File: src/rtl/multibyte_add_pkg.sv
// Shared types and constants for the byte-serial multi-limb adder.
package multibyte_add_pkg;

  localparam int BYTE_W = 8;

  typedef enum logic [1:0] {
    IDLE = 2'd0,
    RUN  = 2'd1,
    DONE = 2'd2
  } state_t;

endpackage

File: src/rtl/adder_8b_cin.sv
// Combinational 8-bit adder slice with carry-in; the one shared datapath element.
module adder_8b_cin
  import multibyte_add_pkg::*;
(
  input  logic [BYTE_W-1:0] a,
  input  logic [BYTE_W-1:0] b,
  input  logic              cin,
  output logic [BYTE_W-1:0] sum,
  output logic              cout
);

  assign {cout, sum} = {1'b0, a} + {1'b0, b} + {{BYTE_W{1'b0}}, cin};

endmodule

File: src/rtl/multibyte_add_seq.sv
// Byte-serial NBYTES-limb adder reusing one 8-bit slice, LSB limb first.
// Defining MULTIBYTE_ADD_SEQ_SUB_EN adds a 'sub' port for A-B (carry=1 means no borrow).
module multibyte_add_seq
  import multibyte_add_pkg::*;
#(
  parameter int NBYTES = 4
) (
  input  logic                     clk,
  input  logic                     reset_n,
  input  logic                     start,
  input  logic [BYTE_W*NBYTES-1:0] a,
  input  logic [BYTE_W*NBYTES-1:0] b,
`ifdef MULTIBYTE_ADD_SEQ_SUB_EN
  input  logic                     sub,
`endif
  output logic                     busy,
  output logic                     done,
  output logic [BYTE_W*NBYTES-1:0] sum,
  output logic                     carry
);

  localparam int CW = (NBYTES > 1) ? $clog2(NBYTES) : 1;
  localparam int OPW = BYTE_W * NBYTES;
  localparam logic [CW-1:0] LAST = CW'(NBYTES - 1);

  state_t            state;
  logic [CW-1:0]     count;
  logic              carryFlop;
  logic [OPW-1:0]    opA;
  logic [OPW-1:0]    opB;
  logic [BYTE_W-1:0] limbA;
  logic [BYTE_W-1:0] limbB;
  logic [BYTE_W-1:0] sliceSum;
  logic              sliceCout;
  logic              subMode;
  logic              acceptCin;

`ifdef MULTIBYTE_ADD_SEQ_SUB_EN
  logic subReg;
  // Subtraction is A + ~B + 1: invert the B limb and seed the carry chain with 1.
  assign subMode   = subReg;
  assign acceptCin = sub;
`else
  assign subMode   = 1'b0;
  assign acceptCin = 1'b0;
`endif

  assign limbA = opA[BYTE_W*count +: BYTE_W];
  assign limbB = opB[BYTE_W*count +: BYTE_W] ^ {BYTE_W{subMode}};

  adder_8b_cin u_slice (
    .a    (limbA),
    .b    (limbB),
    .cin  (carryFlop),
    .sum  (sliceSum),
    .cout (sliceCout)
  );

  assign busy = (state == RUN);
  assign done = (state == DONE);

  always_ff @(posedge clk) begin
    if (!reset_n) begin
      state     <= IDLE;
      count     <= '0;
      carryFlop <= 1'b0;
      opA       <= '0;
      opB       <= '0;
      sum       <= '0;
      carry     <= 1'b0;
`ifdef MULTIBYTE_ADD_SEQ_SUB_EN
      subReg    <= 1'b0;
`endif
    end else begin
      case (state)
        IDLE: begin
          if (start) begin
            opA       <= a;
            opB       <= b;
            sum       <= '0;
            count     <= '0;
            carryFlop <= acceptCin;
`ifdef MULTIBYTE_ADD_SEQ_SUB_EN
            subReg    <= sub;
`endif
            state     <= RUN;
          end
        end
        RUN: begin
          sum[BYTE_W*count +: BYTE_W] <= sliceSum;
          carryFlop <= sliceCout;
          if (count == LAST) begin
            carry <= sliceCout;
            state <= DONE;
          end else begin
            count <= count + CW'(1);
          end
        end
        DONE: begin
          state <= IDLE;
        end
        default: begin
          state <= IDLE;
        end
      endcase
    end
  end

endmodule

File: config.mk
export PLATFORM = sky130hd
export DESIGN_NAME = multibyte_add_seq
export DESIGN_NICKNAME = d
export VERILOG_FILES = /design/src/rtl/multibyte_add_pkg.sv /design/src/rtl/adder_8b_cin.sv /design/src/rtl/multibyte_add_seq.sv
export SDC_FILE = /design/constraint.sdc
export NUM_CORES = 1
export LEC_CHECK = 0
export CORE_MARGIN = 2
export CORE_UTILIZATION = 53
export CTS_BUF_LIST = sky130_fd_sc_hd__clkbuf_8
export DETAILED_ROUTE_END_ITERATION = 10
export PLACE_DENSITY = 0.91
export SLEW_MARGIN = 20
export SYNTH_ARGS = -nofsm -noshare
export SYNTH_HDL_FRONTEND = slang
export SYNTH_SLANG_ARGS = --single-unit
File: constraint.sdc
create_clock -name clk -period 3.6 [get_ports clk]
set_clock_uncertainty 0.2 [all_clocks]
set_input_delay 0.54 -clock clk [delete_from_list [all_inputs] [get_ports clk]]
set_output_delay 0.54 -clock clk [all_outputs]
set_load 0.03 [all_outputs]
==> out/qor.csv <==
stage;metric;value;unit
timing;whs;272;ps
synthesis;synth.most_common_cell;nand2_1;
clock_tree;cts_sinks;102;
synthesis;async_flop_share;0;
synthesis;yosysWarnings;0;
place;dp_hpwl;8700;µm
synthesis;synthTopCellsByCount;nand2_1, dfxtp_1, a21boi_2;
final_layout;fin_cells;704;
status;status;completed;
global_route;grt_pass1_wl;18200;µm
final_layout;layout-area-overhead-vs-synth;23.3;%
place;dpl.cell_count;688;
clock_tree;cts-root-buf;clkbuf_8;
die;num_io_pins;102;
final_layout;fill_cells;725;
synthesis;synth_top_area_cell;dfxtp_1;
timing;grt_setup_unrepaired;no;
final_layout;post-route-util;0.666;
setup_path;path_class;reg2reg;
die;core_area;9110;µm²
hold_path;worstHoldEndpoint;opB[27];
setup_path;timing.rr.end;sum[6];
pwr;p_leak;0.00218;µW
synthesis;avgSynthCellArea;9.86;µm²
place;place_congestion;0.845;
hold_path;hp-start;opB[27];
setup_path;cp_slowest_cell;dfxtp_1;
detailed_routing;drt-met1-wl;4850;µm
setup_path;cp_num_buf_inv;2;
detailed_routing;routed-wl-met3;561;µm
timing;slew-limit-headroom;0.551;
global_route;grt_max_degree;44;
clock_tree;htree_levels;3;
clock_tree;cts_hold_buf;0;
setup_path;cp.arrival;3260;ps
die;fp-row-count;35;
detailed_routing;route.vias.total;3831;
detailed_routing;dr_wl_met2;5660;µm
die;dieArea;10100;µm²
detailed_routing;drc;0;
final_layout;final_nets;668;
synthesis;ys_top_cells_by_area;dfxtp_1, a21boi_2, nand2_1;
detailed_routing;drt_iter0_drc;178;
clock_tree;clk_latency;360;ps
timing;tns;0;ps
setup_path;reg2reg_setup_slack;370;ps
global_route;grt_usage;0.230;
synthesis;netlist_area;4920;µm²
synthesis;synth_top_area_share;0.415;
job;drv_cap;0;
detailed_routing;vias_per_cell;5.44;
pwr;peakVddDrop;0.000177;V
place;pre_cts_slack;411;ps
hold_path;hold_depth;2;
synthesis;syn-instance-count;499;
timing;finalSetupViolCount;0;
timing;fin_crit_sh;0.896;
detailed_routing;highest_layer;met4;
timing;fin_ws;374;ps
place;portBuffers;101;
clock_tree;clk_pin_slew;100;ps
final_layout;antennaDiodeCount;0;
clock_tree;cts_setup_buffers;0;
setup_path;crit_path_cell_trace;mux4_2 > fa_1 > inv_1 > fa_1 > inv_1 > a21oi_1 > o221ai_1 > xnor2_1 > o21ai_0;
die;start_util;0.540;
setup_path;crit_path_max_incr_delay;620;ps
timing;worst_slew_pin_slew;671;ps
timing;timing.final.crit_period;3230;ps
setup_path;startpoint_type;flip-flop;
die;die_w;100;µm
die;die_h;100;µm
setup_path;cp_top_family;adder cells;
clock_tree;cts_resized;0;
hold_path;worst_hold_path_type;reg2reg;
clock_tree;cts_tree;built;
setup_path;end_kind;flip-flop;
timing;finalHoldViolCount;0;
global_route;overflow;0;
global_route;antenna_found_initial;0;
detailed_routing;finalWirelength;11300;µm
synthesis;syn_nets;579;
clock_tree;ctsLongestPathBuffers;2;
timing;fmax;310;MHz
pwr;power_density;379;nW/µm²
synthesis;seq_area_frac_synth;0.415;
synthesis;yosys_most_used_dff;dfxtp_1;
setup_path;r2r_cells;9;
final_layout;drive_gt1_frac;0.196;
setup_path;worstPathRequired;3630;ps
detailed_routing;firstDrtPassIters;4;
setup_path;worst-path-stages;9;
detailed_routing;drtAntennaViolNets;0;
synthesis;yosysUniqueCellTypes;48;
detailed_routing;wl_per_cell;16.1;µm
setup_path;r2r_start;count[0];
timing;maxSlewViolCount;0;
global_route;first_global_vias;3869;
synthesis;synth-seq-cells;102;
synthesis;synth_edf_count;0;
setup_path;worstPathMaxFanout;8;
clock_tree;cts_buffers;9;
metrics by stage:
| stage | power, µW | area (µm²) |
|---|---|---|
| floorplan | 1520 | 4920 |
| finish | 2300 | 6070 |
| detailed placement | 1650 | 5880 |
| global placement | 1630 | 5880 |
| global route | 2390 | 6070 |
| CTS | 2300 | 6070 |
flip-flops by register name, summed over array words and instances (netlist names):
signal and count:
carry 1, state 2, opA 32, carryFlop 1, count 2, sum 32, opB 32
power by group:
| part | internal [µW] | switching (µW) |
|---|---|---|
| logic | 202 | 210 |
| registers | 1180 | 35.8 |
| clock network | 274 | 401 |
| total | 1650 | 647 |
worst register-to-register path, stage by stage, from the launching register on:
cell and delay (ps):
dfxtp_1 620, mux4_2 590, fa_1 450, inv_1 100, fa_1 200, inv_1 60, a21oi_1 200, o221ai_1 210
xnor2_1 320, o21ai_0 150
worst max path at each step:
stage | endpoint | startpoint
finish | sum[6] | count[0]
detailed placement | sum[6] | count[0]
global route | sum[6] | count[0]
CTS | sum[6] | count[0]
global placement | sum[6] | count[0]
floorplan | sum[14] | count[0]
metal layers:
layer,vias up,track usage
met5,-,0
met4,0,0.101
met2,121,0.406
met1,1804,0.274
li1,1882,-
met3,24,0.0376
cell usage in the layout (no fill, tap or decap), types with 3 or more instances in the layout:
master,n
dfxtp_1,102
o21ai_0,18
nand2b_1,3
mux4_2,16
a21oi_1,5
ha_1,11
buf_4,5
a21boi_0,6
a21o_1,3
a22oi_1,13
clkbuf_8,10
nor2_1,5
inv_1,10
nor2b_1,15
clkdlybuf4s50_1,100
nand3_1,14
a21boi_2,60
o21ai_1,3
a21o_2,4
xnor2_1,3
nand2_1,151
cell type report:
cell class / instances / area [µm²] / share of cell area
clock buffer: 10 / 138 / 0.0227
clock inverter: 6 / 46.3 / 0.00763
multi-input combinational: 356 / 2580 / 0.425
timing repair buffer: 108 / 1080 / 0.179
sequential: 102 / 2040 / 0.336
inverter: 11 / 41.3 / 0.00680
tap: 111 / 139 / 0.0229
cell families after synthesis:
family	Yosys count	share of synthesized area
compound gates	121	0.220
xor+xnor	4	0.00712
fa+ha+maj	13	0.0361
buf+inv	41	0.0628
flops	102	0.415
mux	16	0.0732
simple gates	202	0.186
No activity file was read; power rests on OpenSTA's default activity.
